### src/rtl/btn_pkg.sv
// rtl/btn_pkg.sv - shared states, counter width and default timings for btn_event_gen
package btn_pkg;

  localparam int CNT_W         = 12;
  localparam int LONG_MS_DEF   = 1000;
  localparam int REPEAT_MS_DEF = 200;

  typedef enum logic [1:0] {
    ST_IDLE  = 2'd0,
    ST_SHORT = 2'd1,
    ST_LONG  = 2'd2
  } btn_state_t;

endpackage

### src/rtl/edge_detect.sv
// rtl/edge_detect.sv - registers the button level and flags its rising/falling edges
module edge_detect (
  input  logic clk,
  input  logic rst,
  input  logic din,
  output logic rise,
  output logic fall
);

  logic pb_q;

  // Reset to "pressed" so a button held through reset never looks like a new press.
  always_ff @(posedge clk) begin
    if (rst) begin
      pb_q <= 1'b1;
    end else begin
      pb_q <= din;
    end
  end

  assign rise = din & ~pb_q;
  assign fall = ~din & pb_q;

endmodule

### src/rtl/btn_event_gen.sv
// rtl/btn_event_gen.sv - press/click/long/repeat/release event generator for one debounced button
module btn_event_gen
  import btn_pkg::*;
#(
  parameter int LONG_MS   = LONG_MS_DEF,
  parameter int REPEAT_MS = REPEAT_MS_DEF
) (
  input  logic       clk_1ms,
  input  logic       rst,
  input  logic       pbreg,
  output logic       press_pulse,
  output logic       click_pulse,
  output logic       long_pulse,
  output logic       repeat_pulse,
  output logic       release_pulse,
  output logic       held,
  output logic [7:0] press_count
);

  localparam logic [CNT_W-1:0] LONG_LAST = CNT_W'(LONG_MS - 1);
  localparam logic [CNT_W-1:0] REP_LAST  = CNT_W'(REPEAT_MS - 1);

  logic             rise, fall;
  btn_state_t       state, state_d;
  logic [CNT_W-1:0] cnt, cnt_d;
  logic [7:0]       count_d;
  logic             press_d, click_d, long_d, repeat_d, release_d;

  edge_detect u_edge (
    .clk  (clk_1ms),
    .rst  (rst),
    .din  (pbreg),
    .rise (rise),
    .fall (fall)
  );

  // A release seen on the threshold cycle is checked first, so it always wins.
  always_comb begin
    state_d   = state;
    cnt_d     = cnt;
    count_d   = press_count;
    press_d   = 1'b0;
    click_d   = 1'b0;
    long_d    = 1'b0;
    repeat_d  = 1'b0;
    release_d = 1'b0;
    case (state)
      ST_IDLE: begin
        if (rise) begin
          state_d = ST_SHORT;
          cnt_d   = '0;
          press_d = 1'b1;
          count_d = press_count + 8'd1;
        end
      end
      ST_SHORT: begin
        if (fall) begin
          click_d   = 1'b1;
          release_d = 1'b1;
          state_d   = ST_IDLE;
          cnt_d     = '0;
        end else if (pbreg) begin
          if (cnt == LONG_LAST) begin
            long_d  = 1'b1;
            cnt_d   = '0;
            state_d = ST_LONG;
          end else begin
            cnt_d = cnt + CNT_W'(1);
          end
        end else begin
          state_d = ST_IDLE;
          cnt_d   = '0;
        end
      end
      ST_LONG: begin
        if (fall) begin
          release_d = 1'b1;
          state_d   = ST_IDLE;
          cnt_d     = '0;
        end else if (pbreg) begin
          if (cnt == REP_LAST) begin
            repeat_d = 1'b1;
            cnt_d    = '0;
          end else begin
            cnt_d = cnt + CNT_W'(1);
          end
        end else begin
          state_d = ST_IDLE;
          cnt_d   = '0;
        end
      end
      default: begin
        state_d = ST_IDLE;
        cnt_d   = '0;
      end
    endcase
  end

  always_ff @(posedge clk_1ms) begin
    if (rst) begin
      state         <= ST_IDLE;
      cnt           <= '0;
      press_count   <= 8'd0;
      press_pulse   <= 1'b0;
      click_pulse   <= 1'b0;
      long_pulse    <= 1'b0;
      repeat_pulse  <= 1'b0;
      release_pulse <= 1'b0;
      held          <= 1'b0;
    end else begin
      state         <= state_d;
      cnt           <= cnt_d;
      press_count   <= count_d;
      press_pulse   <= press_d;
      click_pulse   <= click_d;
      long_pulse    <= long_d;
      repeat_pulse  <= repeat_d;
      release_pulse <= release_d;
      held          <= (state_d != ST_IDLE);
    end
  end

endmodule

### config.mk
export PLATFORM = sky130hd
export DESIGN_NAME = btn_event_gen
export DESIGN_NICKNAME = d
export VERILOG_FILES = /design/src/rtl/btn_pkg.sv /design/src/rtl/edge_detect.sv /design/src/rtl/btn_event_gen.sv
export SDC_FILE = /design/constraint.sdc
export NUM_CORES = 1
export LEC_CHECK = 0
export ABC_AREA = 1
export ABC_CLOCK_PERIOD_IN_PS = 1500
export CAP_MARGIN = 20
export CORE_UTILIZATION = 45
export DETAILED_ROUTE_END_ITERATION = 16
export GPL_ROUTABILITY_DRIVEN = 1
export GPL_TIMING_DRIVEN = 0
export PLACE_DENSITY = 0.74
export SETUP_SLACK_MARGIN = 0.15
export SLEW_MARGIN = 0
export SYNTH_ARGS = -nofsm -noshare
export SYNTH_HDL_FRONTEND = slang
export SYNTH_HIERARCHICAL = 1
export SYNTH_SLANG_ARGS = --single-unit
### constraint.sdc
create_clock -name clk_1ms -period 1.5 [get_ports clk_1ms]
set_input_delay 0.225 -clock clk_1ms [delete_from_list [all_inputs] [get_ports clk_1ms]]
set_output_delay 0.225 -clock clk_1ms [all_outputs]
set_load 0.02 [all_outputs]
## Yosys cells after proc, flatten, opt, wreduce, memory -nomap -nowiden

Index checks and enable logic that the tools add are counted.

| storage, ports and cells | value |
|---|---|
| output and inout port bits | 14 |
| word-level logic and storage cells | 53 |
| ROM bits | 0 |
| bits in writable memories | 0 |
| latch bits | 0 |
| input bits | 3 |
| bits in registers | 29 |
| memories | 0 |

| cells by class | value |
|---|---|
| equality and inequality tests | 5 |
| shift operators | 0 |
| bitwise operators | 8 |
| reductions and logical operators | 9 |
| divide/modulo/power cells | 0 |
| $mul | 0 |
| order comparisons | 0 |
| mux-type cells | 19 |
| add/subtract/negate cells | 2 |

Operator list:

| cell | number |
|---|---|
| $mux W12 | 7 |
| $pmux W12 S3 | 1 |
| $add A12 B1 Y12 const B | 1 |
| $eq A12 B10 Y1 const B | 1 |
| $eq A12 B8 Y1 const B | 1 |
| $mux W2 | 6 |
| $add A8 B1 Y8 const B | 1 |
| $reduce_or A2 Y1 | 4 |
| $reduce_or A4 Y1 | 2 |
| $not A1 Y1 | 6 |
| $pmux W2 S3 | 1 |
| $mux W1 | 4 |
| $and A1 B1 Y1 | 2 |
| $eq A2 B1 Y1 const B | 1 |
| $eq A2 B2 Y1 const B | 1 |
| $logic_not A2 Y1 | 1 |
| $ne A2 B2 Y1 const B | 1 |
| $reduce_and A2 Y1 | 1 |
| $reduce_bool A2 Y1 | 1 |

## Depth between registers and ports, before layout

| logic depth | value |
|---|---|
| depth in word-level cells | 6 |
| gate-level depth with buffers | 11 |
| gate-level depth less buffers | 11 |

## By module

Netlist, hierarchy kept.

By module, submodules not included:

| module | area an instance (µm²) | sequential area each (µm²) | times used | cells an instance |
|---|---|---|---|---|
| btn_event_gen | 1405.1 | 560.5 | 1 | 199 |
| edge_detect | 42.5 | 20.0 | 1 | 7 |

## Worst setup path after synthesis

Ideal clock, no wire load.

| timing path | value |
|---|---|
| path type | flip-flop to flip-flop |
| start | register state[1] |
| end | register cnt[9] |
| clock period less this slack | 1430 ps |
| arrival time | 1314 ps |
| slack | 70 ps |
| setup time | 116 ps |
| stages on the path, launching flop included | 10 |
| required time | 1384 ps |
| path buffers | 0 |
| cell sequence | dfxtp_1 -> inv_1 -> ha_1 -> inv_2 -> nor2_2 -> nor2_2 -> nand3b_1 -> nor2_1 -> xor2_1 -> nor2_1 |

| between the ends | value |
|---|---|
| cells in the longest elaborated chain, start to end | 2 |
| elaborated cells between the ends (all ways) | 5 |
| classes of those cells | 3 x eq/ne; 1 x mux; 1 x reduce/logical |

RTL lines:

| what | RTL line | RTL |
|---|---|---|
| start, declared | btn_event_gen.sv:24 | `btn_state_t state, state_d;` |
| start signal, assigned | btn_event_gen.sv:111 | `state <= state_d;` |
| $eq A2 B2 Y1, or another cell as far along | btn_event_gen.sv:47 | `case (state)` |
| $pmux W12 S3 or $ne A2 B2 Y1 (tied branches) | n/a |  |
| end signal, assigned | btn_event_gen.sv:112 | `cnt <= cnt_d;` |
| end, declared | btn_event_gen.sv:25 | `logic [CNT_W-1:0] cnt, cnt_d;` |

Several ways; a longest one is shown, not always the timed one.
A chain may end at the register's enable or synchronous reset.

## Final worst setup path

| timing path | value |
|---|---|
| start | register cnt[1] |
| end | register cnt[9] |

| between the ends | value |
|---|---|
| cells in the longest elaborated chain, start to end | 5 |
| elaborated cells between the ends (all ways) | 10 |
| classes of those cells | 1 x add/sub; 2 x eq/ne; 7 x mux |

RTL lines:

| what | RTL line |
|---|---|
| $add A12 B1 Y12, or another cell as far along | btn_event_gen.sv:68, btn_event_gen.sv:85 |
| $mux W12, on equally long branches | btn_event_gen.sv:81, btn_event_gen.sv:63 |
| $mux W12, on equally long branches | btn_event_gen.sv:80, btn_event_gen.sv:62 |
| $mux W12, on equally long branches | btn_event_gen.sv:76, btn_event_gen.sv:57 |
| $pmux W12 S3 (*) | btn_event_gen.sv:47 |

Every way passes the cells marked *; elsewhere a longest branch is shown, timed or not.

==> results.txt <==
Async SR Flop Fraction -> 0%
grt ovf -> 0
Clock transition at path regs -> 0.10 ns
full die area -> 3450 um^2
Setup Total Neg Slack -> 0 ns
RSZ-0062 raised after global routing -> yes
Die H -> 58.7 um
Yosys reg bits -> 29
routability cong. -> 0.780
Hold Crit Class -> in2reg
Setup Slack @ Placement -> -0.507 ns
WL final -> 3790 um
Tot GR Track Use -> 20.7%
Worst setup EP type -> flip-flop
number of CTS-inserted buffers -> 5
Final period util -> 98.0%
die width -> 58.7 um
dpl cells -> 266
CTS root buf -> clkbuf_4
vias per cell -> 5.01
multi-input logic area -> 901 um^2
max-slew violations -> 0
status -> finished, final reports clean
Port Buf Inserts -> 16
Mapped Cells -> 206
LEAKAGE -> 0.888 nW
hpwl dp -> 1970 um
Slew headroom -> 68.4%
fin util -> 66.8%
initial antenna violation count -> 0
Req. time, crit path -> 1.73 ns
Fillers -> 254
drt drc -> 0
Top FF cell, synth -> dfxtp_1
CP Max Fanout -> 5
Final #Nets -> 257
number of max-cap violations -> 0
Clock Skews -> 0.0177 ns
Clock Latency Late Sink -> 0.34 ns
Final ANT Viol Nets -> 0
most common cell after layout, fill and taps aside -> nand2_1
Post-Syn Area -> 1450 um^2
CTS tree -> yes
most frequent cells in the layout -> nand2_1 (35), inv_1 (27), nor2_1 (24)
WP data arrival -> 1.70 ns
Area growth syn-to-layout -> 40.8%
IO Count -> 17
worst-case clock buffer depth -> 2
worst setup margin -> 0.0298 ns
Mapped Avg Cell Area -> 7.03 um^2
Worst setup SP type -> flip-flop
WS Path Type -> reg2reg
Core ar. -> 3050 um^2
H-tree level count -> 2
Least-Margin Pin Slew -> 0.474 ns
Max VDD drop -> 0.000622 V
Ant. Diodes -> 0
Fin. Hold Viols -> 0
detailed-route via count -> 1463
EDFF count, synth -> 0
DRT iter0 DRCs -> 64
share of layout cells above drive strength 1 -> 33.9%
min Tclk post-route -> 1.47 ns
sequential area share after synthesis -> 40.1%
Mapped Nets -> 215
register area -> 597 um^2
first-pass GRT wire length -> 5260 um
CTS Sinks -> 29
count of cell types in the netlist -> 24
FMAX -> 680 MHz
1st-pass router iterations -> 4
Power Density -> 710 nW/um^2
Non-Filler Instances -> 292
largest net degree at the start of global routing -> 11
final setup vio count -> 0
Ys Warns -> 6
Core Rows -> 20
wire per inst -> 13.0 um
vias in the first global route -> 1211
initial core utilization -> 47.4%
final timing paths:
check | from | to | slack [ns] | cells past startpoint
hold / removal | pbreg | long_pulse$_SDFF_PP0_ | 0.41 | 3
setup reg to reg | cnt[1]$_SDFFE_PP0P_ | cnt[9]$_SDFFE_PP0P_ | 0.03 | 10
setup / recovery | cnt[1]$_SDFFE_PP0P_ | cnt[9]$_SDFFE_PP0P_ | 0.03 | 10
hold reg to reg | press_count[0]$_SDFFE_PP0P_ | press_count[0]$_SDFFE_PP0P_ | 0.50 | 2
synthesized netlist by cell type (4+ instances only):
library cell / n / share of area [%]
a21oi_1: 7 / 2.4
dfxtp_1: 29 / 40
ha_1: 6 / 5.2
inv_1: 32 / 8.3
nand2_1: 39 / 10
nand2_2: 6 / 2.6
nand3_1: 14 / 4.8
nor2_1: 31 / 8.0
nor2_2: 5 / 2.2
nor3_1: 7 / 2.4
o21ai_0: 8 / 2.8
xor2_1: 4 / 2.4
repair_timing:
item                       in CTS  in global routing
setup buffers                  11                  7
gates cloned                    1                  0
setup endpoints to repair      32                 20
gates resized for setup        38                 33
pin swaps                      16                 18
hold buffers                    0                  0
registers in the layout, indices dropped and copies added (netlist names):
register / flops
cnt: 12
press_count: 8
state: 2
click_pulse: 1
held: 1
long_pulse: 1
press_pulse: 1
release_pulse: 1
repeat_pulse: 1
u_edge/pb_q: 1
report_power, final:
group	total (W)	internal, W	switching [W]
sequential	0.000790	0.000780	0.0000104
clock	0.000494	0.000221	0.000273
combinational	0.000163	0.0000609	0.000102
total	0.00145	0.00106	0.000385
cell families (layout without fill, tap and decap cells):
| family | after synthesis | count (layout) | synth area share [%] |
|---|---|---|---|
| compound gates | 17 | 17 | 5.96 |
| buf+inv | 37 | 78 | 9.85 |
| fa+ha+maj | 6 | 6 | 5.19 |
| simple gates | 112 | 113 | 35.9 |
| flops | 29 | 29 | 40.1 |
| xor+xnor | 5 | 5 | 3.02 |
critical path, stage by stage, from the launching register on:
cell	delay [ns]
dfxtp_4	0.38
ha_4	0.15
nand3_2	0.07
nor2_1	0.11
nand2_1	0.12
nand2_2	0.11
nand2_2	0.08
nand2_2	0.09
nand2_4	0.08
nand2_4	0.10
nor2_1	0.05
area by class of cell:
cell class              instances  share of cell area, %
well taps                      44                   2.70
multi-input cells             141                   44.2
repair buffers                 34                   13.6
flip-flops and latches         29                   29.3
clock buffers                   7                   2.70
inverters                      35                   6.81
plain buffers                   2                  0.737
metrics by stage:
stage | cell area (um^2) | hold slack, ns | total power, W
after floorplan | 1480 | 0.303 | 0.000881
after global placement | 1690 | 0.481 | 0.000916
after detailed placement | 1690 | 0.486 | 0.000917
after CTS | 1900 | 0.348 | 0.00143
after global routing | 2040 | 0.403 | 0.00151
final | 2040 | 0.406 | 0.00145
per-layer routing:
layer,vias to the layer above,global-route usage (%),wire length [um]
li1,731,-,-
met1,658,25.5,1610
met2,58,33.3,1860
met3,16,5.49,187
met4,0,10.2,127
met5,-,0,0
(Power assumes the default switching activity.)
==> RTL change, RTL diff (same settings) <==
Change the package constant `CNT_W` from 12 to 6.
--- a/src/rtl/btn_pkg.sv
+++ b/src/rtl/btn_pkg.sv
@@ -1,7 +1,7 @@
 // rtl/btn_pkg.sv - shared states, counter width and default timings for btn_event_gen
 package btn_pkg;
 
-  localparam int CNT_W         = 12;
+  localparam int CNT_W         = 6;
   localparam int LONG_MS_DEF   = 1000;
   localparam int REPEAT_MS_DEF = 200;
 
Function: no difference found for any inputs over 10 cycles, from zero or initial values and one cycle with rst high; that may be too few to reach the edited logic, so the function may still have changed.
==> RTL change against the unedited design <==
Routed wire length down 38%. Non-clock buffer count down 14. Register-to-register slack better by 0.18 ns. Combinational power down 33%. Total power down 29%. Setup slack better by 0.16 ns. Sequential power down 21%. Area after synthesis down 21%. Fmax up 12%. Design area down 30%. Global-route usage down 2.0 points. Synthesized cell count down 21%. Sequential cell count down 6.
==> RTL change: results (changes against the unedited design) <==
stage	metric	value	unit	change
logic_synthesis	Seq/Total Area, Yosys	0.403		was 0.401
placement	Cell Area, Placed	1340	um2	was 1690 um2
placement	Placed Instances	206		was 266
detailed_routing	initial drt markers	21		was 64
placement	placed wire-length estimate	1670	um	was 1970 um
detailed_routing	wl on met1	1060	um	was 1610 um
logic_synthesis	Post-Synth XOR/XNOR Area	0.00767		was 0.0303
detailed_routing	drt wl/cell	10.9	um	was 13.0 um
global_routing	vias in the first global route	940		was 1211
timing	hold slack	0.273	ns	was 0.406 ns
detailed_routing	met3 routed wirelength	105	um	was 187 um
global_routing	Total GRT Usage	0.187		was 0.207
worst_setup_path	FF-to-FF path depth	8		was 10
logic_synthesis	synthesized area per cell	7.05	um2	was 7.03 um2
finish	fraction of layout cells with a size suffix above 1	0.166		was 0.339
power_and_ir_drop	leakage power	0.728	nW	was 0.888 nW
run_status	status	complete, no violations		unchanged
power_and_ir_drop	peak supply drop	0.527	mV	was 0.622 mV
worst_setup_path	Worst EP arrival	1.09	ns	was 1.70 ns
worst_setup_path	Reg2Reg Capture Point	cnt[0]$_SDFFE_PP0P_		was cnt[9]$_SDFFE_PP0P_
logic_synthesis	Yosys cell types	22		was 24
detailed_routing	DR WL met2	1150	um	was 1860 um
global_routing	largest net degree at the start of global routing	14		was 11
detailed_routing	Via density	4.88		was 5.01
logic_synthesis	Post-Synth Adder-Cell Area	0.0657		was 0.0519
cts	CTS clk-pin slew, worst paths	0.13	ns	was 0.10 ns
detailed_routing	routed wire length	2350	um	was 3790 um
finish	final net count	197		was 257
cts	clock latency at the later pin of the worst-skew pair	0.31	ns	was 0.34 ns
timing	Max Clock Skew	0.00807	ns	was 0.0177 ns
logic_synthesis	syn nets	171		was 215
timing	Worst Tran Pin Value	0.532	ns	was 0.474 ns
## RTL change: changes by cell type in the layout (fill, tap and decap cells not counted), sizes merged, moves of 3 or more
cell | unedited run | this run
nor2 | 36 | 22
clkdlybuf4s15 | 0 | 3
dlygate4sd2 | 14 | 11
inv | 35 | 28
o21ai | 9 | 6
xor2 | 4 | 0
dfxtp | 29 | 23
buf | 19 | 5
a21oi | 7 | 12
nor3 | 10 | 5
nand3 | 14 | 8
clkbuf | 9 | 4
## RTL change: power by group
| part | switching (W) | internal [W] |
|---|---|---|
| sequential | 0.00000730 | 0.000618 |
| clock | 0.000186 | 0.0000998 |
| combinational | 0.0000669 | 0.0000419 |
| total | 0.000261 | 0.000760 |
## RTL change: cell families after synthesis
| group | count (synthesis) |
|---|---|
| buffers and inverters | 30 |
| AND/OR/NAND/NOR | 83 |
| adder cells (fa/ha/maj) | 6 |
| AO/OA/AOI/OAI | 19 |
| flip-flops | 23 |
| XOR/XNOR | 1 |
## RTL change: worst max-delay path by stage
| stage | slack [ns] | end | start | cells past startpoint |
|---|---|---|---|---|
| after global placement | -0.28 | cnt[4]$_SDFFE_PP0P_ | pbreg | 9 |
| after CTS | 0.14 | press_count[3] | press_count[3]$_SDFFE_PP0P_ | 1 |
| final | 0.19 | press_count[2] | press_count[2]$_SDFFE_PP0P_ | 1 |
| after detailed placement | -0.29 | cnt[4]$_SDFFE_PP0P_ | pbreg | 9 |
| after floorplan | 0.21 | press_count[3]$_SDFFE_PP0P_ | state[0]$_SDFF_PP0_ | 8 |
| after global routing | 0.09 | cnt[0]$_SDFFE_PP0P_ | u_edge/pb_q$_SDFF_PP1_ | 9 |
## RTL change: routing by layer
layer	GRT usage	up-vias
li1	-	550
met1	0.224	467
met2	0.327	29
met3	0.0290	4
met4	0.0789	0
met5	0	-
## RTL change: what timing repair did
action                                  in CTS  in global routing
endpoints found under the setup margin      21                 15
hold buffers                                 0                  0
gates resized for setup                     23                 12
buffers inserted                             5                  0
gates cloned                                 0                  0
pin swaps                                    2                  1
## RTL change: cell type report
| class | instances | area, um2 |
|---|---|---|
| Multi-Input combinational cell | 109 | 598 |
| Buffer | 1 | 3.75 |
| Clock buffer | 3 | 22.5 |
| Timing Repair Buffer | 21 | 186 |
| Fill cell | 216 | 866 |
| Inverter | 29 | 110 |
| Clock inverter | 1 | 5.00 |
| Sequential cell | 23 | 470 |
| Tap cell | 28 | 35.0 |
## RTL change: metrics by stage
step           setup WS (ns)  total power [W]   util
2_1_floorplan          0.209         0.000697      -
3_3_place_gp          -0.279         0.000728  0.582
3_5_place_dp          -0.289         0.000731  0.582
4_1_cts                0.138          0.00103  0.615
5_1_grt               0.0897          0.00106  0.623
6_report               0.188          0.00102  0.623
